`config.mk`:
```
export PLATFORM = sky130hd
export DESIGN_NAME = lf_edge_interval
export DESIGN_NICKNAME = d
export VERILOG_FILES = /design/src/rtl/lf_edge_interval_pkg.sv /design/src/rtl/lf_sync_fifo.sv /design/src/rtl/lf_edge_interval.sv
export SDC_FILE = /design/constraint.sdc
export NUM_CORES = 1
export LEC_CHECK = 0
export BUFFER_PORTS_ARGS = -buffer_cell sky130_fd_sc_hd__clkbuf_2
export CAP_MARGIN = 20
export CORE_MARGIN = 2
export CORE_UTILIZATION = 60
export DETAILED_ROUTE_END_ITERATION = 16
export PLACE_DENSITY = 0.76
export SLEW_MARGIN = 20
export SYNTH_ARGS = -nofsm -noshare
export SYNTH_HDL_FRONTEND = slang
export SYNTH_SLANG_ARGS = --single-unit
```
`constraint.sdc`:
```
create_clock -name i_pck0 -period 4.91 [get_ports i_pck0]
set_input_delay 0.2455 -clock i_pck0 [delete_from_list [all_inputs] [get_ports i_pck0]]
set_output_delay 0.2455 -clock i_pck0 [all_outputs]
set_load 0.005 [all_outputs]
```
`src/rtl/lf_edge_interval_pkg.sv`:
```
// Shared defaults and FSM state encodings for the LF edge interval timer.
// Pure declarations: no latency or backpressure of its own.
// Imported by the top and the FIFO.
package lf_edge_interval_pkg;

    localparam int LFI_CNT_W      = 15;
    localparam int LFI_FIFO_DEPTH = 8;
    localparam int LFI_PRESCALE   = 1;

    typedef enum logic [1:0] {
        LFI_IDLE       = 2'd0,
        LFI_WAIT_FIRST = 2'd1,
        LFI_MEASURE    = 2'd2
    } lfi_state_t;

endpackage

```
`src/rtl/lf_sync_fifo.sv`:
```
// First-word-fall-through synchronous FIFO with a synchronous flush.
// Latency: a write is visible on o_rd_data one cycle later.
// Backpressure: writes are ignored when full unless a read happens in the same cycle.
module lf_sync_fifo
    import lf_edge_interval_pkg::*;
#(
    parameter int W     = LFI_CNT_W + 1,
    parameter int DEPTH = LFI_FIFO_DEPTH
) (
    input  logic                       i_clk,
    input  logic                       i_rst_n,
    input  logic                       i_flush,
    input  logic                       i_wr_en,
    input  logic [W-1:0]               i_wr_data,
    input  logic                       i_rd_en,
    output logic [W-1:0]               o_rd_data,
    output logic                       o_full,
    output logic                       o_empty,
    output logic [$clog2(DEPTH):0]     o_level
);

    localparam int AW    = $clog2(DEPTH);
    localparam int LVL_W = AW + 1;

    logic [W-1:0]     r_mem [DEPTH];
    logic [AW-1:0]    r_wr_ptr;
    logic [AW-1:0]    r_rd_ptr;
    logic [LVL_W-1:0] r_count;
    logic             w_wr;
    logic             w_rd;

    assign o_full  = (r_count == LVL_W'(DEPTH));
    assign o_empty = (r_count == '0);
    assign o_level = r_count;
    assign w_rd    = i_rd_en & ~o_empty;
    assign w_wr    = i_wr_en & (~o_full | w_rd);

    // Head is forced to zero while empty so no stale entry leaks out.
    assign o_rd_data = o_empty ? '0 : r_mem[r_rd_ptr];

    always_ff @(posedge i_clk) begin
        if (w_wr && !i_flush) begin
            r_mem[r_wr_ptr] <= i_wr_data;
        end
    end

    always_ff @(posedge i_clk or negedge i_rst_n) begin
        if (!i_rst_n) begin
            r_wr_ptr <= '0;
            r_rd_ptr <= '0;
            r_count  <= '0;
        end else if (i_flush) begin
            r_wr_ptr <= '0;
            r_rd_ptr <= '0;
            r_count  <= '0;
        end else begin
            if (w_wr) r_wr_ptr <= r_wr_ptr + AW'(1);
            if (w_rd) r_rd_ptr <= r_rd_ptr + AW'(1);
            case ({w_wr, w_rd})
                2'b10:   r_count <= r_count + LVL_W'(1);
                2'b01:   r_count <= r_count - LVL_W'(1);
                default: r_count <= r_count;
            endcase
        end
    end

endmodule

```
`src/rtl/lf_edge_interval.sv`:
```
// Measures pck0-tick intervals between LF edge events and queues {level, interval} words.
// Latency: word pushed at the end of the edge cycle, valid on o_iv_data the next cycle.
// Backpressure: valid/ready pop; a full FIFO with no pop drops the word and sets sticky overflow.
module lf_edge_interval
    import lf_edge_interval_pkg::*;
#(
    parameter int CNT_W      = LFI_CNT_W,
    parameter int FIFO_DEPTH = LFI_FIFO_DEPTH,
    parameter int PRESCALE   = LFI_PRESCALE
) (
    input  logic                          i_pck0,
    input  logic                          i_nreset,
    input  logic                          i_enable,
    input  logic                          i_lf_ed_toggle_mode,
    input  logic                          i_edge_state,
    input  logic                          i_edge_toggle,
    output logic [CNT_W:0]                o_iv_data,
    output logic                          o_iv_valid,
    input  logic                          i_iv_ready,
    output logic                          o_overflow,
    output logic [$clog2(FIFO_DEPTH):0]   o_fifo_level
);

    localparam int PRE_W = (PRESCALE > 1) ? $clog2(PRESCALE) : 1;

    lfi_state_t       r_state;
    logic             r_sel_q;
    logic             r_mode_q;
    logic [PRE_W-1:0] r_pre;
    logic [CNT_W-1:0] r_cnt;
    logic             r_overflow;

    logic             w_sel;
    logic             w_mode_chg;
    logic             w_event;
    logic             w_tick;
    logic [CNT_W-1:0] w_cnt_inc;
    logic             w_push;
    logic             w_pop;
    logic             w_full;
    logic             w_empty;
    logic             w_fifo_wr;

    assign w_sel      = i_lf_ed_toggle_mode ? i_edge_toggle : i_edge_state;
    assign w_mode_chg = (i_lf_ed_toggle_mode != r_mode_q);
    assign w_event    = i_enable & (w_sel != r_sel_q) & ~w_mode_chg;
    assign w_tick     = (r_pre == PRE_W'(PRESCALE - 1));

    // The event cycle's own tick is included so the word covers t1-t0 cycles, not t1-t0-1.
    assign w_cnt_inc  = (w_tick && (r_cnt != '1)) ? r_cnt + CNT_W'(1) : r_cnt;

    assign w_push     = w_event & (r_state == LFI_MEASURE);
    assign w_pop      = o_iv_valid & i_iv_ready;
    assign w_fifo_wr  = w_push & (~w_full | w_pop);
    assign o_iv_valid = ~w_empty;
    assign o_overflow = r_overflow;

    // sel_q and mode_q track even while disabled, so enable rise never looks like an edge.
    always_ff @(posedge i_pck0 or negedge i_nreset) begin
        if (!i_nreset) begin
            r_sel_q  <= 1'b0;
            r_mode_q <= 1'b0;
        end else begin
            r_sel_q  <= w_sel;
            r_mode_q <= i_lf_ed_toggle_mode;
        end
    end

    always_ff @(posedge i_pck0 or negedge i_nreset) begin
        if (!i_nreset) begin
            r_state <= LFI_IDLE;
        end else if (!i_enable) begin
            r_state <= LFI_IDLE;
        end else if (w_mode_chg) begin
            r_state <= LFI_WAIT_FIRST;
        end else if (w_event) begin
            r_state <= LFI_MEASURE;
        end else if (r_state == LFI_IDLE) begin
            r_state <= LFI_WAIT_FIRST;
        end
    end

    always_ff @(posedge i_pck0 or negedge i_nreset) begin
        if (!i_nreset) begin
            r_pre <= '0;
            r_cnt <= '0;
        end else if (!i_enable || w_mode_chg || w_event) begin
            r_pre <= '0;
            r_cnt <= '0;
        end else begin
            r_pre <= w_tick ? '0 : r_pre + PRE_W'(1);
            r_cnt <= w_cnt_inc;
        end
    end

    always_ff @(posedge i_pck0 or negedge i_nreset) begin
        if (!i_nreset) begin
            r_overflow <= 1'b0;
        end else if (!i_enable) begin
            r_overflow <= 1'b0;
        end else if (w_push && w_full && !w_pop) begin
            r_overflow <= 1'b1;
        end
    end

    lf_sync_fifo #(
        .W     (CNT_W + 1),
        .DEPTH (FIFO_DEPTH)
    ) u_fifo (
        .i_clk     (i_pck0),
        .i_rst_n   (i_nreset),
        .i_flush   (~i_enable),
        .i_wr_en   (w_fifo_wr),
        .i_wr_data ({w_sel, w_cnt_inc}),
        .i_rd_en   (w_pop),
        .o_rd_data (o_iv_data),
        .o_full    (w_full),
        .o_empty   (w_empty),
        .o_level   (o_fifo_level)
    );

endmodule

```
==> impl_metrics.py, run 1 <==
metrics = {
    "logic_synthesis": {
        "synth_top_cell_by_area": "edfxtp_1",
        "syn-cell-area_um2": 6610,
        "yosysTopAreaCellShare_pct": 58.2,
        "synth_fp_nets": 401,
        "syn_inst": 389,
        "yosysUniqueCellTypes": 47,
        "ys_top_cells_by_area": "edfxtp_1, dfrtp_1, mux4_2, mux2i_1, nor2_1",
        "ys_ff_latch": 158,
        "async_flop_share_pct": 19.0,
        "synth-main-ff-cell": "edfxtp_1",
        "seq_area_frac_synth_pct": 69.6,
        "avgSynthCellArea_um2": 17.0,
        "yosysWarnings": 0,
        "synth_edf_count": 128,
    },
    "drt": {
        "wl_per_cell_um": 22.4,
        "drc": 0,
        "ant_nets": 0,
        "routed_via_density": 6.23,
        "routed_wl_um": 13100,
        "drt_iter0_markers": 354,
        "firstDrtPassIters": 5,
        "vias": 3645,
    },
    "layout": {
        "mostFrequentLayoutCell": "edfxtp_1",
        "final_cell_mix": "edfxtp_1, mux4_2, nor2_1",
        "fin_util_pct": 69.5,
        "syn_to_final_growth_pct": 13.6,
        "drive_gt1_share_pct": 25.8,
        "n_antenna_cell": 0,
        "fill_cells": 665,
        "nets": 444,
    },
    "critical_path": {
        "crit_fanout": 9,
        "path_cells": "dlygate4sd3_1, clkbuf_2, mux2i_1, xor2_2, nor3_1, nand2_1, nor2_1, buf_4",
        "slowest_delay_ns": 0.79,
        "crit_path_start_kind": "input pin",
        "cp.arrival_ns": 3.42,
        "critPathKind": "in -> reg",
        "path_delay_family": "simple AND/OR/NAND/NOR gates",
        "rr_worst_depth": 12,
        "cp_num_buf_inv": 3,
        "slowest_stage": "nor2_1",
        "worst-path-stages": 8,
        "worstPathRequired_ns": 5.13,
        "worstSetupEndpointType": "flop",
    },
    "power": {
        "p_leak_nw": 2.68,
        "pwr-share-seq_pct": 52.3,
        "ir_worst_vdd_mv": 0.212,
        "swShare_pct": 21.8,
        "p_sw_mw": 0.607,
        "intPower_mw": 2.17,
        "powerDensity_nw_per_um2": 371,
        "combPwrFrac_pct": 4.3,
        "clock_power_share_pct": 43.4,
    },
    "grt": {
        "grt.met2_usage_pct": 38.9,
        "antenna_found_initial": 0,
        "grt_first_pass_wirelength_um": 20400,
        "overflow": 0,
        "grt.total_usage_pct": 24.2,
        "met1_usage_pct": 33.9,
        "grt_start_max_net_pins": 35,
        "use_met3_pct": 5.98,
        "grt_busiest_layer": "met2",
        "grt_pass1_vias": 3595,
    },
    "clock_tree": {
        "clkSinkCount": 158,
        "numCtsBuffers": 17,
        "cts_resized": 0,
        "post_cts_buffers": 0,
        "root_buffer": "clkbuf_8",
        "ctsHoldBuffers": 2,
        "cts.clk_slew.worst_paths_ns": 0.06,
        "clockBufferDepth": 2,
        "cts_tree": "done",
        "clk-insertion-delay-late_ns": 0.51,
        "ctsHtreeMaxLevel": 4,
    },
    "floorplan": {
        "die_area_um2": 11900,
        "core_um2": 10800,
        "start_util_pct": 61.2,
        "dieHeight_um": 109,
        "die-width_um": 109,
        "core.rowCount": 38,
        "io_pins": 29,
    },
    "timing": {
        "setup_tns_ns": 0,
        "worst_pin_slew_ns": 1.13,
        "hold_ws_ns": 0.0388,
        "layout_min_cycle_time_ns": 3.20,
        "rsz0062_at_grt": "no",
        "max_slew_margin_pct": 24.5,
        "finalHoldViolCount": 0,
        "finClkSkew_ns": 0.00442,
        "max_freq_mhz": 313,
        "slew_violations": 0,
        "setup_slack_ns": 1.71,
        "fin_crit_sh_pct": 65.1,
        "finalSetupViolations": 0,
    },
    "job": {
        "drv_cap": 0,
    },
    "worst_hold_path": {
        "hold_depth": 2,
        "hold_path.class": "in -> reg",
    },
    "placement": {
        "preCtsSetupSlack_ns": 1.70,
        "dpl.hpwl_um": 8150,
        "routabilityCongestion": 0.823,
        "portBuffers": 28,
    },
    "run_status": {
        "status": "complete, no violations",
    },
}
-- cell usage after synthesis (all sizes together) (3+ instances only) --
library cell	number
buf	6
o21ai	8
a21oi	3
nand2b	3
o21a	4
mux2	3
xnor2	12
edfxtp	128
xor2	3
dfrtp	30
inv	6
and2	3
o2111ai	3
mux2i	18
nand3	11
mux4	32
nor3	12
nand2	14
nor2b	17
ha	5
nor2	31
clkbuf	10
and3	3
-- registers in the layout, indices dropped and copies added (netlist names) --
name             count
o_overflow           1
r_cnt               15
r_mode_q             1
r_sel_q              1
r_state              2
u_fifo.o_level       4
u_fifo.r_mem       128
u_fifo.r_rd_ptr      3
u_fifo.r_wr_ptr      3
-- metal layers --
layer  share of wire, %  vias to the layer above
li1                   -                     1607
met1                 42                     1893
met2                 51                      136
met3                6.1                        9
met4               0.84                        0
met5                  0                        -
-- cell families (layout without fill, tap and decap cells) --
| family | after synthesis | after routing | synth area share, % |
|---|---|---|---|
| flops | 158 | 158 | 69.6 |
| simple gates | 106 | 106 | 8.54 |
| mux | 53 | 53 | 14.2 |
| compound gates | 30 | 30 | 3.16 |
| buf+inv | 22 | 78 | 1.53 |
| xor+xnor | 15 | 15 | 2.10 |
| fa+ha+maj | 5 | 5 | 0.947 |
-- power groups by stage --
stage	Combinational [mW]	Clock [mW]	Sequential, mW
6_report	0.118	1.21	1.46
5_1_grt	0.131	1.28	1.46
4_1_cts	0.121	1.23	1.46
3_5_place_dp	0.119	0	1.48
3_3_place_gp	0.115	0	1.48
2_1_floorplan	0.0871	0	1.48
-- stage by stage --
| stage | total power [mW] | cell area (um^2) | cells |
|---|---|---|---|
| 3_3_place_gp | 1.60 | 6930 | 551 |
| 6_report | 2.78 | 7500 | 585 |
| 3_5_place_dp | 1.60 | 6930 | 551 |
| 5_1_grt | 2.87 | 7500 | 585 |
| 4_1_cts | 2.80 | 7500 | 585 |
| 2_1_floorplan | 1.56 | 6610 | 389 |
-- cell type report --
cell class / instances / area, um^2 / share of cell area [%]
Multi-Input combinational cell: 209 / 1920 / 25.6
Clock buffer: 17 / 414 / 5.52
Inverter: 6 / 22.5 / 0.300
Sequential cell: 158 / 4600 / 61.3
Clock inverter: 15 / 138 / 1.83
Tap cell: 140 / 175 / 2.34
Timing Repair Buffer: 40 / 235 / 3.14
-- path summary, 6_finish.rpt --
path,from,end,slack (ns)
hold reg to reg,o_overflow,o_overflow,0.51
hold / removal,i_enable,u_fifo.o_level[3],0.04
setup / recovery,i_lf_ed_toggle_mode,u_fifo.r_mem[3][1],1.71
min in group asynchronous,i_nreset,u_fifo.o_level[0],0.33
max in group asynchronous,i_nreset,u_fifo.r_rd_ptr[0],4.03
setup reg to reg,u_fifo.o_level[1],u_fifo.o_level[2],1.79
(Power assumes the default switching activity.)
==> run 2, diff against run 1 <==
CORE_UTILIZATION = 55   (was 60)
PLACE_DENSITY = 0.73   (was 0.76)
clock period = 2.9 ns   (was 4.91 ns; I/O delays follow)
==> impl_metrics.py, run 2 (synthesis gave the netlist of run 1 again) <==
metrics = {
    "grt": {
        "grt_pass1_vias": 3899,
        "grt.total_usage_pct": 22.3,
        "antenna_found_initial": 0,
        "grt_first_pass_wirelength_um": 20800,
        "overflow": 0,
        "grt_start_max_net_pins": 31,
    },
    "power": {
        "p_leak_nw": 2.79,
        "ir_worst_vdd_mv": 0.312,
        "powerDensity_nw_per_um2": 657,
    },
    "layout": {
        "n_antenna_cell": 0,
        "drive_gt1_share_pct": 27.5,
        "largest_reg_flops": 128,
        "nets": 457,
        "mostFrequentLayoutCell": "edfxtp_1",
        "syn_to_final_growth_pct": 16.5,
        "final_cell_mix": "edfxtp_1, mux4_2, nor2_1",
        "largest_register": "u_fifo.r_mem",
    },
    "clock_tree": {
        "numCtsBuffers": 17,
        "clk-insertion-delay-late_ns": 0.42,
        "cts.clk_slew.worst_paths_ns": 0.06,
        "root_buffer": "clkbuf_16",
        "post_cts_buffers": 0,
        "cts_tree": "done",
        "clkSinkCount": 158,
        "ctsHtreeMaxLevel": 4,
        "clockBufferDepth": 2,
    },
    "timing": {
        "hold_ws_ns": 0.0403,
        "worst_pin_slew_ns": 1.03,
        "max_freq_mhz": 374,
        "rsz0062_at_grt": "no",
        "slew_violations": 0,
        "layout_min_cycle_time_ns": 2.68,
        "finalHoldViolCount": 0,
        "fin_crit_sh_pct": 92.3,
        "setup_tns_ns": 0,
        "finClkSkew_ns": 0.00679,
        "finalSetupViolations": 0,
        "max_slew_margin_pct": 30.4,
    },
    "floorplan": {
        "dieHeight_um": 114,
        "die-width_um": 114,
        "die_area_um2": 12900,
        "io_pins": 29,
        "start_util_pct": 55.7,
        "core_um2": 11900,
        "core.rowCount": 40,
    },
    "drt": {
        "vias": 3685,
        "ant_nets": 0,
        "wl_per_cell_um": 21.6,
        "routed_via_density": 6.09,
        "routed_wl_um": 13100,
        "firstDrtPassIters": 5,
        "drc": 0,
        "drt_iter0_markers": 225,
    },
    "worst_hold_path": {
        "holdCritStartpoint": "i_enable",
        "hold_path.class": "in -> reg",
    },
    "critical_path": {
        "critPathKind": "in -> reg",
        "crit_path_start_kind": "input pin",
        "worstReg2RegStart": "u_fifo.o_level[0]",
        "worstSetupEndpointType": "flop",
        "crit_fanout": 7,
        "worstPathRequired_ns": 3.20,
        "cp-startpoint": "i_lf_ed_toggle_mode",
        "cp.arrival_ns": 2.97,
    },
    "job": {
        "drv_cap": 0,
    },
    "placement": {
        "dpl.hpwl_um": 7980,
        "routabilityCongestion": 0.849,
        "portBuffers": 28,
    },
    "run_status": {
        "status": "complete, no violations",
    },
}
run 2: metal layers:
layer	up-vias	GRT usage (%)	wire length, um
li1	1632	-	-
met2	111	36.6	6680
met1	1910	28.7	5460
met5	-	0	0
met3	32	4.99	547
met4	0	10.7	399
run 2: path summary, 6_finish.rpt:
check,endpoint,slack [ns],cells past startpoint
setup / recovery,u_fifo.o_level[2],0.22,12
hold / removal,u_fifo.o_level[3],0.04,2
setup reg to reg,u_fifo.o_level[2],0.24,11
hold reg to reg,o_overflow,0.51,1
max in group asynchronous,u_fifo.r_rd_ptr[0],2.00,2
min in group asynchronous,u_fifo.r_wr_ptr[2],0.35,2
run 2: power breakdown:
group / total (mW) / switching (mW) / internal, mW
clock network: 2.37 / 0.837 / 1.54
registers: 2.46 / 0.0121 / 2.44
logic: 0.221 / 0.126 / 0.0957
run 2: area by class of cell:
class,instances,area (um^2)
clock buffers,19,443
clock inverters,13,194
fillers,816,4170
inverters,6,22.5
multi-input cells,209,1920
flip-flops and latches,158,4600
well taps,147,184
repair buffers,53,333
run 2: per-stage QoR:
| stage | worst slack [ns] | utilization [%] | cells | total power [mW] | cell area (um^2) |
|---|---|---|---|---|---|
| floorplan | 0.0587 | - | 389 | 2.65 | 6610 |
| global placement | 0.435 | 59.3 | 571 | 2.72 | 7030 |
| detailed placement | 0.266 | 59.3 | 571 | 2.72 | 7030 |
| CTS | 0.248 | 64.8 | 605 | 5.10 | 7690 |
| global route | 0.000450 | 64.9 | 605 | 5.20 | 7690 |
| finish | 0.224 | 64.9 | 605 | 5.05 | 7690 |
run 2: critical path, cell delays in order:
cell           delay, ns
dlygate4sd3_1       0.52
clkbuf_2            0.13
mux2i_1             0.40
xor2_2              0.14
o21ai_0             0.26
inv_1               0.13
ha_1                0.37
nor2b_1             0.18
a21oi_1             0.15
o311ai_0            0.16
o32ai_1             0.27
a21oi_1             0.11
run 2: what timing repair did:
item | 4_1_cts | 5_1_grt
hold buffers | 2 | 0
endpoints found under the setup margin | 0 | 1
gates resized for setup | 0 | 1
endpoints found under the hold margin | 31 | 0
